### src/rtl/obi_demux_pkg.sv
// obi_demux_pkg
// Address-map types and defaults for the 1-to-N OBI demultiplexer.
//   addr_rule_t       : {start_addr, end_addr}, start inclusive, end exclusive
//   DEFAULT_ADDR_MAP  : rule 0 = [0x0000,0x1000), rule 1 = [0x1000,0x2000)
//   OBI_ERR_RDATA     : read data returned for unmapped reads
package obi_demux_pkg;

  typedef struct packed {
    logic [31:0] start_addr;
    logic [31:0] end_addr;
  } addr_rule_t;

  // Packed array: rule 1 occupies the upper 64 bits, rule 0 the lower 64.
  localparam addr_rule_t [1:0] DEFAULT_ADDR_MAP = {
    32'h0000_1000, 32'h0000_2000,
    32'h0000_0000, 32'h0000_1000
  };

  localparam logic [31:0] OBI_ERR_RDATA = 32'hBADA_CCE5;

  // True when addr lies in [rule.start_addr, rule.end_addr).
  function automatic logic addr_in_rule(input logic [31:0] addr, input addr_rule_t rule);
    return (addr >= rule.start_addr) && (addr < rule.end_addr);
  endfunction

endpackage

### src/rtl/obi_pkg.sv
// obi_pkg
// Shared OBI request/response bundles used by initiators, targets and
// interconnect blocks.
//   obi_req_t  : req, we, be, addr, wdata  (initiator -> target)
//   obi_resp_t : gnt, rvalid, rdata        (target -> initiator)
package obi_pkg;

  typedef struct packed {
    logic        req;
    logic        we;
    logic [3:0]  be;
    logic [31:0] addr;
    logic [31:0] wdata;
  } obi_req_t;

  typedef struct packed {
    logic        gnt;
    logic        rvalid;
    logic [31:0] rdata;
  } obi_resp_t;

endpackage

### src/rtl/obi_err_responder.sv
// obi_err_responder
// Terminates OBI accesses that hit no address rule. Grants combinationally
// and returns one rvalid exactly one cycle after every grant.
//   clk_i, rst_i : clock, asynchronous active-high reset
//   req_i, we_i  : gated request from the demux (already qualified)
//   gnt_o        : combinational grant
//   rvalid_o     : response valid, one cycle after each grant
//   rdata_o      : ERR_RDATA for reads, 0 for writes, 0 when idle
module obi_err_responder
  import obi_demux_pkg::*;
#(
  parameter int unsigned CNT_W     = 3,
  parameter logic [31:0] ERR_RDATA = OBI_ERR_RDATA
) (
  input  logic        clk_i,
  input  logic        rst_i,
  input  logic        req_i,
  input  logic        we_i,
  output logic        gnt_o,
  output logic        rvalid_o,
  output logic [31:0] rdata_o
);

  logic [CNT_W-1:0] pending_q;
  logic [CNT_W-1:0] pending_d;
  logic             we_q;
  logic             we_d;

  assign gnt_o    = req_i;
  assign rvalid_o = (pending_q != {CNT_W{1'b0}});

  // Pending count and the write flag of the access being answered next.
  always_comb begin
    pending_d = pending_q + CNT_W'(gnt_o) - CNT_W'(rvalid_o);
    if (gnt_o) begin
      we_d = we_i;
    end else begin
      we_d = we_q;
    end
  end

  // Response data: writes complete with zero data.
  always_comb begin
    if (rvalid_o && !we_q) begin
      rdata_o = ERR_RDATA;
    end else begin
      rdata_o = 32'h0000_0000;
    end
  end

  // Pending counter and captured write flag.
  always_ff @(posedge clk_i or posedge rst_i) begin
    if (rst_i) begin
      pending_q <= {CNT_W{1'b0}};
      we_q      <= 1'b0;
    end else begin
      pending_q <= pending_d;
      we_q      <= we_d;
    end
  end

endmodule

### src/rtl/obi_varlat_one_to_n_demux.sv
// obi_varlat_one_to_n_demux
// One OBI initiator fanned out to NSLAVE variable-latency targets. Requests
// are decoded and forwarded combinationally; responses are returned in order
// by only allowing a new target once every response of the previous target
// has come back. Unmapped addresses go to an internal error responder.
//   clk_i, rst_i     : clock, asynchronous active-high reset
//   master_req_i     : request from the initiator
//   master_resp_o    : gnt/rvalid/rdata to the initiator
//   slave_req_o[]    : per-target requests (only the selected one has req)
//   slave_resp_i[]   : per-target responses
//   decode_err_o     : pulse in the cycle an unmapped request is granted
//   protocol_err_o   : sticky, rvalid seen from a target with nothing pending
module obi_varlat_one_to_n_demux
  import obi_pkg::*;
  import obi_demux_pkg::*;
#(
  parameter int unsigned          NSLAVE          = 2,
  parameter int unsigned          MAX_OUTSTANDING = 4,
  parameter addr_rule_t [NSLAVE-1:0] ADDR_MAP     = DEFAULT_ADDR_MAP,
  parameter logic [31:0]          ERR_RDATA       = OBI_ERR_RDATA
) (
  input  logic      clk_i,
  input  logic      rst_i,
  input  obi_req_t  master_req_i,
  output obi_resp_t master_resp_o,
  output obi_req_t  slave_req_o [NSLAVE],
  input  obi_resp_t slave_resp_i [NSLAVE],
  output logic      decode_err_o,
  output logic      protocol_err_o
);

  localparam int unsigned TGT_W = $clog2(NSLAVE + 1);
  localparam int unsigned CNT_W = $clog2(MAX_OUTSTANDING + 1);
  localparam logic [TGT_W-1:0] ERR_TGT = TGT_W'(NSLAVE);
  localparam logic [CNT_W-1:0] CNT_MAX = CNT_W'(MAX_OUTSTANDING);

  logic [CNT_W-1:0] cnt_q;
  logic [CNT_W-1:0] cnt_d;
  logic [TGT_W-1:0] cur_tgt_q;
  logic [TGT_W-1:0] cur_tgt_d;
  logic             protocol_err_q;

  logic [TGT_W-1:0] sel_s;
  logic             rsp_raw_valid_s;
  logic [31:0]      rsp_raw_data_s;
  logic             rsp_valid_s;
  logic [CNT_W-1:0] cnt_eff_s;
  logic             allowed_s;
  logic             fwd_s;
  logic             tgt_gnt_s;
  logic             err_req_s;
  logic             err_gnt_s;
  logic             err_rvalid_s;
  logic [31:0]      err_rdata_s;
  logic             accept_s;
  logic             stray_s;

  // Address decode: lowest matching rule wins, no match selects the error responder.
  always_comb begin
    sel_s = ERR_TGT;
    for (int i = NSLAVE - 1; i >= 0; i--) begin
      if (addr_in_rule(master_req_i.addr, ADDR_MAP[i])) begin
        sel_s = TGT_W'(i);
      end else begin
        sel_s = sel_s;
      end
    end
  end

  // Response source is always the target of the outstanding transactions.
  always_comb begin
    rsp_raw_valid_s = 1'b0;
    rsp_raw_data_s  = 32'h0000_0000;
    if (cur_tgt_q == ERR_TGT) begin
      rsp_raw_valid_s = err_rvalid_s;
      rsp_raw_data_s  = err_rdata_s;
    end else begin
      for (int i = 0; i < NSLAVE; i++) begin
        if (cur_tgt_q == TGT_W'(i)) begin
          rsp_raw_valid_s = slave_resp_i[i].rvalid;
          rsp_raw_data_s  = slave_resp_i[i].rdata;
        end else begin
          rsp_raw_valid_s = rsp_raw_valid_s;
          rsp_raw_data_s  = rsp_raw_data_s;
        end
      end
    end
  end

  // A response frees its slot in the same cycle, so a full or switching
  // initiator can be granted on the cycle the freeing rvalid arrives.
  assign rsp_valid_s = rsp_raw_valid_s & (cnt_q != {CNT_W{1'b0}}) & ~rst_i;
  assign cnt_eff_s   = cnt_q - CNT_W'(rsp_valid_s);
  assign allowed_s   = ~rst_i & ((cnt_eff_s == {CNT_W{1'b0}}) |
                                 ((sel_s == cur_tgt_q) & (cnt_eff_s < CNT_MAX)));
  assign fwd_s       = master_req_i.req & allowed_s;

  // Request fan-out and grant selection; non-selected targets see req = 0.
  always_comb begin
    tgt_gnt_s = 1'b0;
    for (int i = 0; i < NSLAVE; i++) begin
      slave_req_o[i]     = master_req_i;
      slave_req_o[i].req = fwd_s & (sel_s == TGT_W'(i));
      tgt_gnt_s          = tgt_gnt_s | (slave_resp_i[i].gnt & (sel_s == TGT_W'(i)));
    end
    err_req_s = fwd_s & (sel_s == ERR_TGT);
  end

  assign accept_s = (fwd_s & tgt_gnt_s) | err_gnt_s;

  // Responses from a target other than the current one, or with nothing
  // outstanding, are dropped and flagged.
  always_comb begin
    stray_s = 1'b0;
    for (int i = 0; i < NSLAVE; i++) begin
      stray_s = stray_s | (slave_resp_i[i].rvalid &
                           ((cnt_q == {CNT_W{1'b0}}) | (cur_tgt_q != TGT_W'(i))));
    end
  end

  // Next-state for the outstanding counter and current target.
  always_comb begin
    cnt_d = cnt_q + CNT_W'(accept_s) - CNT_W'(rsp_valid_s);
    if (accept_s) begin
      cur_tgt_d = sel_s;
    end else begin
      cur_tgt_d = cur_tgt_q;
    end
  end

  // Transaction-tracking state and sticky protocol error.
  always_ff @(posedge clk_i or posedge rst_i) begin
    if (rst_i) begin
      cnt_q          <= {CNT_W{1'b0}};
      cur_tgt_q      <= {TGT_W{1'b0}};
      protocol_err_q <= 1'b0;
    end else begin
      cnt_q          <= cnt_d;
      cur_tgt_q      <= cur_tgt_d;
      protocol_err_q <= protocol_err_q | stray_s;
    end
  end

  obi_err_responder #(
    .CNT_W     (CNT_W),
    .ERR_RDATA (ERR_RDATA)
  ) u_err_responder (
    .clk_i    (clk_i),
    .rst_i    (rst_i),
    .req_i    (err_req_s),
    .we_i     (master_req_i.we),
    .gnt_o    (err_gnt_s),
    .rvalid_o (err_rvalid_s),
    .rdata_o  (err_rdata_s)
  );

  // Initiator-facing response; data is zeroed when no response is valid.
  always_comb begin
    master_resp_o.gnt    = accept_s;
    master_resp_o.rvalid = rsp_valid_s;
    if (rsp_valid_s) begin
      master_resp_o.rdata = rsp_raw_data_s;
    end else begin
      master_resp_o.rdata = 32'h0000_0000;
    end
  end

  assign decode_err_o   = err_gnt_s;
  assign protocol_err_o = protocol_err_q;

endmodule

### config.mk
export PLATFORM = sky130hd
export DESIGN_NAME = obi_varlat_one_to_n_demux
export DESIGN_NICKNAME = d
export VERILOG_FILES = /design/src/rtl/obi_demux_pkg.sv /design/src/rtl/obi_pkg.sv /design/src/rtl/obi_err_responder.sv /design/src/rtl/obi_varlat_one_to_n_demux.sv
export SDC_FILE = /design/constraint.sdc
export NUM_CORES = 1
export LEC_CHECK = 0
export CAP_MARGIN = 20
export CORE_AREA = 4 4 120 122
export CTS_BUF_LIST = sky130_fd_sc_hd__clkbuf_8
export CTS_CLUSTER_SIZE = 10
export DETAILED_ROUTE_END_ITERATION = 8
export DIE_AREA = 0 0 124 126
export MAX_ROUTING_LAYER = met4
export PLACE_DENSITY_LB_ADDON = 0.25
export SYNTH_ARGS = -nofsm -noshare
export SYNTH_HDL_FRONTEND = slang
export SYNTH_HIERARCHICAL = 1
export SYNTH_SLANG_ARGS = --single-unit
export TNS_END_PERCENT = 30
### constraint.sdc
create_clock -name clk_i -period 6.2 [get_ports clk_i]
set_clock_uncertainty 0.1 [all_clocks]
set_input_delay 0.62 -clock clk_i [delete_from_list [all_inputs] [get_ports clk_i]]
set_output_delay 0.62 -clock clk_i [all_outputs]
set_load 0.02 [all_outputs]
==> impl_metrics.env, run 1 <==
export IMPL_setup_tns_ns=0
export IMPL_cts_made_buffers=3
export IMPL_drc_errors=0
export IMPL_first_iter_violations=46
export IMPL_cp_required_ns=5.48
export IMPL_synth_simple_area_share_pct=16.5
export IMPL_cts_setup_buffers=0
export IMPL_num_io_pins=316
export IMPL_finalNetCount=536
export IMPL_hpwl_um=6780
export IMPL_syn2layout_area_growth_pct=23.0
export IMPL_worst_pin_slew_ns=0.869
export IMPL_reg2reg_depth=16
export IMPL_post_route_period_util_pct=65.3
export IMPL_worstSetupStartpointType="flop"
export IMPL_synth_xor_area_share_pct=1.78
export IMPL_core_mm2=0.0132
export IMPL_synth_compound_area_share_pct=8.97
export IMPL_diodes=0
export IMPL_power_leakage_nw=1.39
export IMPL_crit_cells=12
export IMPL_synth_mux_area_share_pct=12.3
export IMPL_rsz0062_at_grt="false"
export IMPL_synth_area_top_cells="buf_4, mux2i_1, dfrtp_1"
export IMPL_die_x_um=124
export IMPL_fmax_ghz=0.247
export IMPL_clkPwrFrac_pct=7.8
export IMPL_die_y_um=126
export IMPL_critical_path_buf_inv_count=4
export IMPL_fillers=1428
export IMPL_portBuffers=171
export IMPL_via_per_inst=4.04
export IMPL_clkSlewWorstSetupHoldPaths_ns=0.05
export IMPL_crit_type="flop to output pin"
export IMPL_dr_pass1_iters=4
export IMPL_critPathSlowestCell="clkdlybuf4s50_1"
export IMPL_slowest_delay_ns=0.61
export IMPL_drive_above_1_share_pct=5.67
export IMPL_postSynthAreaPerCell_um2=7.64
export IMPL_overflow=0
export IMPL_grt_pass1_wl_um=12000
export IMPL_critPathCaptureType="output pin"
export IMPL_rrSetupSlack_ns=2.42
export IMPL_peakVddDrop_v=0.000124
export IMPL_place_congestion=0.694
export IMPL_cts_resized=0
export IMPL_cp_arrival_ns=3.33
export IMPL_hp_class="flop to flop"
export IMPL_fin_area_mm2=0.00364
export IMPL_grt_use_total_pct=10.0
export IMPL_p_sw_w=0.000469
export IMPL_mostFrequentLayoutCells="clkdlybuf4s50_1, nand2_1, mux2i_1"
export IMPL_grt_max_degree=69
export IMPL_synth_top_area_cell="buf_4"
export IMPL_antenna_left=0
export IMPL_yosysWarnings=6
export IMPL_root_buffer="clkbuf_8"
export IMPL_cts_tree="yes"
export IMPL_synth_edff_count=0
export IMPL_synth_distinct_cells=36
export IMPL_cts_htree_levels=1
export IMPL_hold_violations=0
export IMPL_num_vias=2277
export IMPL_rows=42
export IMPL_antenna_found_initial=0
export IMPL_yosysTopAreaCellShare_pct=44.7
export IMPL_clkSinkCount=10
export IMPL_crit_start="cur_tgt_q[1]"
export IMPL_seq_area_frac_synth_pct=8.46
export IMPL_finalWirelength_um=8350
export IMPL_maxCapViolations=0
export IMPL_start_util_pct=22.4
export IMPL_ys_ff_latch=10
export IMPL_clk_path_buf_depth=2
export IMPL_synth_top_family_by_area="buffers and inverters"
export IMPL_crit_end="master_resp_o[33]"
export IMPL_cpMostUsedCell="buf_4"
export IMPL_wl_per_cell_um=14.8
export IMPL_crit_chain="buf_4, nor2b_1, a21oi_1, nor3_4, ha_1, nand2b_1, xnor2_1, nor4_1, buf_4, a31oi_2, inv_1, clkdlybuf4s50_1"
export IMPL_syn_inst=387
export IMPL_synthesis_area_mm2=0.00296
export IMPL_setup_viol=0
export IMPL_regToRegStartpoint="cur_tgt_q[1]"
export IMPL_synth_fa_ha_area_share_pct=3.47
export IMPL_die_area_mm2=0.0156
export IMPL_seqPwrFrac_pct=11.2
export IMPL_rr_endpoint="cnt_q[2]"
export IMPL_min_period_ns=4.05
export IMPL_pwr_density_cell_mw_per_mm2=285
export IMPL_grt_pass1_vias=2293
export IMPL_internal_power_w=0.000570
export IMPL_p_comb_share_pct=81.0
export IMPL_place_area_mm2=0.00358
export IMPL_async_reset_ff_share_pct=100
export IMPL_crit_family="buffers and inverters"
export IMPL_outcome="finished, final reports clean"
export IMPL_insertion_delay_ns=0.24
export IMPL_worst_path_max_fanout=68
export IMPL_ctsHoldBuffers=0
export IMPL_maxSlewViolCount=0
export IMPL_slew_headroom_pct=42.1
export IMPL_layout_commonest_cell="clkdlybuf4s50_1"
export IMPL_switching_share_pct=45.1
export IMPL_synth_flop_cell="dfrtp_1"
==> synth_stat cells, types with 3 or more instances <==
library cell	n
buf_4	176
mux2i_1	33
nand2_1	33
and2_1	31
o22ai_1	31
inv_1	11
dfrtp_1	10
buf_2	7
a21oi_1	5
clkbuf_1	5
ha_1	5
nor4_1	5
xnor2_1	4
mux2_2	3
nor2_1	3
==> layout make-up <==
class                   instances  area (µm²)  share of cell area [%]
clock buffers                   4        55.1                    1.51
inverters                      11        41.3                    1.14
multi-input cells             188        1330                    36.5
flip-flops and latches         10         253                    6.95
well taps                     176         220                    6.05
repair buffers                175        1740                    47.9
==> kinds of logic (layout without fill, tap and decap cells) <==
family	count (synthesis)	after routing
muxes	36	36
and+or+nand+nor	85	85
xor gates and xnor gates	6	6
buffers and inverters	201	190
other	1	13
AOI/OAI and AO/OA	41	41
DFF	10	10
adders and majority gates	7	7
==> worst min path at each step <==
stage	depth (start not counted)	slack (ns)	end	start
after floorplan	1	0.29	u_err_responder/pending_q[0]	rst_i
after global placement	1	0.36	protocol_err_o	protocol_err_o
after detailed placement	1	0.36	protocol_err_o	protocol_err_o
after CTS	1	0.38	u_err_responder/pending_q[2]	u_err_responder/pending_q[2]
after global routing	1	0.39	protocol_err_o	protocol_err_o
final	1	0.38	u_err_responder/pending_q[2]	u_err_responder/pending_q[2]
==> per-stage QoR <==
step / util, % / setup WS [ns] / hold WS (ns) / power (W) / instances
floorplan: - / 2.53 / 0.286 / 0.000816 / 399
global placement: 27.2 / 2.30 / 0.358 / 0.000960 / 560
detailed placement: 27.2 / 2.26 / 0.364 / 0.000969 / 560
CTS: 27.6 / 2.04 / 0.382 / 0.00106 / 564
global route: 27.6 / 1.83 / 0.390 / 0.00114 / 564
finish: 27.6 / 2.15 / 0.377 / 0.00104 / 564
==> power groups by stage <==
| stage | sequential, W | clock (W) | combinational, W |
|---|---|---|---|
| after global routing | 0.000120 | 0.0000915 | 0.000924 |
| after global placement | 0.000117 | 0 | 0.000843 |
| final | 0.000116 | 0.0000812 | 0.000841 |
| after detailed placement | 0.000118 | 0 | 0.000851 |
| after CTS | 0.000117 | 0.0000852 | 0.000859 |
| after floorplan | 0.000113 | 0 | 0.000703 |
==> routing by layer <==
layer  up-vias  track usage, %  wire (µm)
li1       1100               -          -
met1       984            11.1       3170
met2       173            17.7       4110
met3        20            2.78        932
met4         0            2.38        140
met5         -               -          0
==> sequential cells by signal (all words and copies together) (netlist names) <==
signal,flops
u_err_responder/we_q,1
protocol_err_o,1
cur_tgt_q,2
u_err_responder/pending_q,3
cnt_q,3
(Power assumes the default switching activity.)
==> inputs of run 2 (changes only) <==
CORE_AREA = 4 4 121 123   (was 4 4 120 122)
DIE_AREA = 0 0 125 127   (was 0 0 124 126)
clock period = 4.1 ns   (was 6.2 ns; I/O delays follow)
==> run 2 against run 1 <==
Combinational power grew 52%. Global-route usage grew 0.44 points. Highest routed layer unchanged. Worst hold slack is essentially flat. Critical path type unchanged. Non-clock buffer count grew 2. First-iteration DRC count shrank 26%. Die area grew 1.6%. Wire length grew 5.5%. Clock power grew 29%. Cell area grew 0.28%. Sequential share of layout area is essentially flat. Power grew 50%. Via count grew 0.26%.
==> impl_metrics.env, run 2 (same netlist as run 1, synthesis figures left out) <==
export IMPL_hold_violations=0
export IMPL_die_y_um=127
export IMPL_worst_path_max_fanout=6
export IMPL_wl_per_cell_um=15.5
export IMPL_crit_family="simple AND/OR/NAND/NOR gates"
export IMPL_critical_path_buf_inv_count=2
export IMPL_core_mm2=0.0137
export IMPL_drive_above_1_share_pct=5.90
export IMPL_overflow=0
export IMPL_cts_htree_levels=1
export IMPL_reg_top3="cnt_q x3, u_err_responder/pending_q x3, cur_tgt_q x2"
export IMPL_hpwl_um=7480
export IMPL_pwr_density_cell_mw_per_mm2=428
export IMPL_worst_pin_slew_ns=0.603
export IMPL_fin_area_mm2=0.00365
export IMPL_drc_errors=0
export IMPL_total_power_w=0.00156
export IMPL_ctsHoldBuffers=0
export IMPL_cts_tree="yes"
export IMPL_grt_max_degree=41
export IMPL_start_util_pct=21.6
export IMPL_fmax_ghz=0.280
export IMPL_clkSinkCount=10
export IMPL_num_io_pins=316
export IMPL_grt_use_total_pct=10.5
export IMPL_holdWs_ns=0.376
export IMPL_outcome="finished, final reports clean"
export IMPL_critPathSlowestCell="clkdlybuf4s50_1"
export IMPL_insertion_delay_ns=0.23
export IMPL_rsz0062_at_grt="false"
export IMPL_hp_class="flop to flop"
export IMPL_clkSlewWorstSetupHoldPaths_ns=0.05
export IMPL_worstSetupStartpointType="flop"
export IMPL_root_buffer="clkbuf_8"
export IMPL_finalWirelength_um=8810
export IMPL_grt_pass1_vias=2388
export IMPL_portBuffers=171
export IMPL_via_per_inst=4.01
export IMPL_crit_chain="or3_4, a21oi_1, nor3_4, ha_1, nand2b_1, xnor2_1, nor4_1, buf_4, clkdlybuf4s50_1"
export IMPL_dr_pass1_iters=4
export IMPL_power_leakage_nw=1.40
export IMPL_first_iter_violations=34
export IMPL_cts_resized=0
export IMPL_num_vias=2283
export IMPL_cts_made_buffers=3
export IMPL_clk_path_buf_depth=2
export IMPL_grt_pass1_wl_um=13000
export IMPL_diodes=0
export IMPL_peakVddDrop_v=0.000169
export IMPL_place_congestion=0.848
export IMPL_die_x_um=125
export IMPL_min_period_ns=3.57
export IMPL_maxSlewViolCount=0
export IMPL_critPathCaptureType="output pin"
export IMPL_setup_viol=0
export IMPL_layout_commonest_cell="clkdlybuf4s50_1"
export IMPL_slowest_delay_ns=0.63
export IMPL_cts_setup_buffers=0
export IMPL_cp_arrival_ns=3.06
export IMPL_setup_tns_ns=0
export IMPL_post_route_period_util_pct=87.2
export IMPL_maxCapViolations=0
export IMPL_syn2layout_area_growth_pct=23.4
export IMPL_place_area_mm2=0.00360
export IMPL_die_area_mm2=0.0159
export IMPL_cp_required_ns=3.59
export IMPL_mostFrequentLayoutCells="clkdlybuf4s50_1, nand2_1, mux2i_1"
export IMPL_slew_headroom_pct=59.5
export IMPL_crit_type="flop to output pin"
export IMPL_finalNetCount=538
export IMPL_antenna_found_initial=0
export IMPL_rows=43
export IMPL_antenna_left=0
run 2: final timing paths:
path / startpoint / to / slack [ns] / cells past startpoint
hold / removal: protocol_err_o / protocol_err_o / 0.38 / 1
min in group asynchronous: rst_i / u_err_responder/pending_q[0] / 0.42 / 2
setup reg to reg: u_err_responder/pending_q[1] / cnt_q[2] / 0.61 / 14
max in group asynchronous: rst_i / cur_tgt_q[0] / 3.20 / 2
setup / recovery: u_err_responder/pending_q[1] / decode_err_o / 0.53 / 9
hold reg to reg: protocol_err_o / protocol_err_o / 0.38 / 1
run 2: metal layers:
metal | GRT usage, % | part of all wire [%]
met3 | 3.80 | 11
met2 | 19.5 | 52
met4 | 2.42 | 1.3
met1 | 10.4 | 36
met5 | - | 0
run 2: layout make-up:
class	count	area, µm²
fillers	1513	10000
repair buffers	177	1760
multi-input cells	188	1330
flip-flops and latches	10	253
well taps	180	225
clock buffers	3	41.3
inverters	11	41.3
clock inverters	1	3.75
run 2: per-stage QoR:
| stage | util, % | instances | worst slack (ns) |
|---|---|---|---|
| floorplan | - | 399 | 0.454 |
| global placement | 26.4 | 566 | 0.458 |
| detailed placement | 26.4 | 566 | 0.396 |
| CTS | 26.7 | 570 | 0.507 |
| global route | 26.7 | 570 | 0.346 |
| finish | 26.7 | 570 | 0.526 |
run 2: report_power, final:
group,internal [W],switching (W)
clock network,0.0000657,0.0000397
registers,0.000142,0.0000353
logic,0.000633,0.000643
run 2: worst reg2reg max path: stages, from the launching register on:
cell and delay [ns]:
dfrtp_1 0.42, or3_4 0.40, a21oi_1 0.29, nor3_4 0.08
ha_1 0.19, nand2b_1 0.08, xnor2_1 0.09, nor4_1 0.43
a31oi_2 0.10, ha_1 0.31, inv_1 0.04, ha_1 0.18
fa_1 0.38, xor2_1 0.17, xnor2_1 0.13
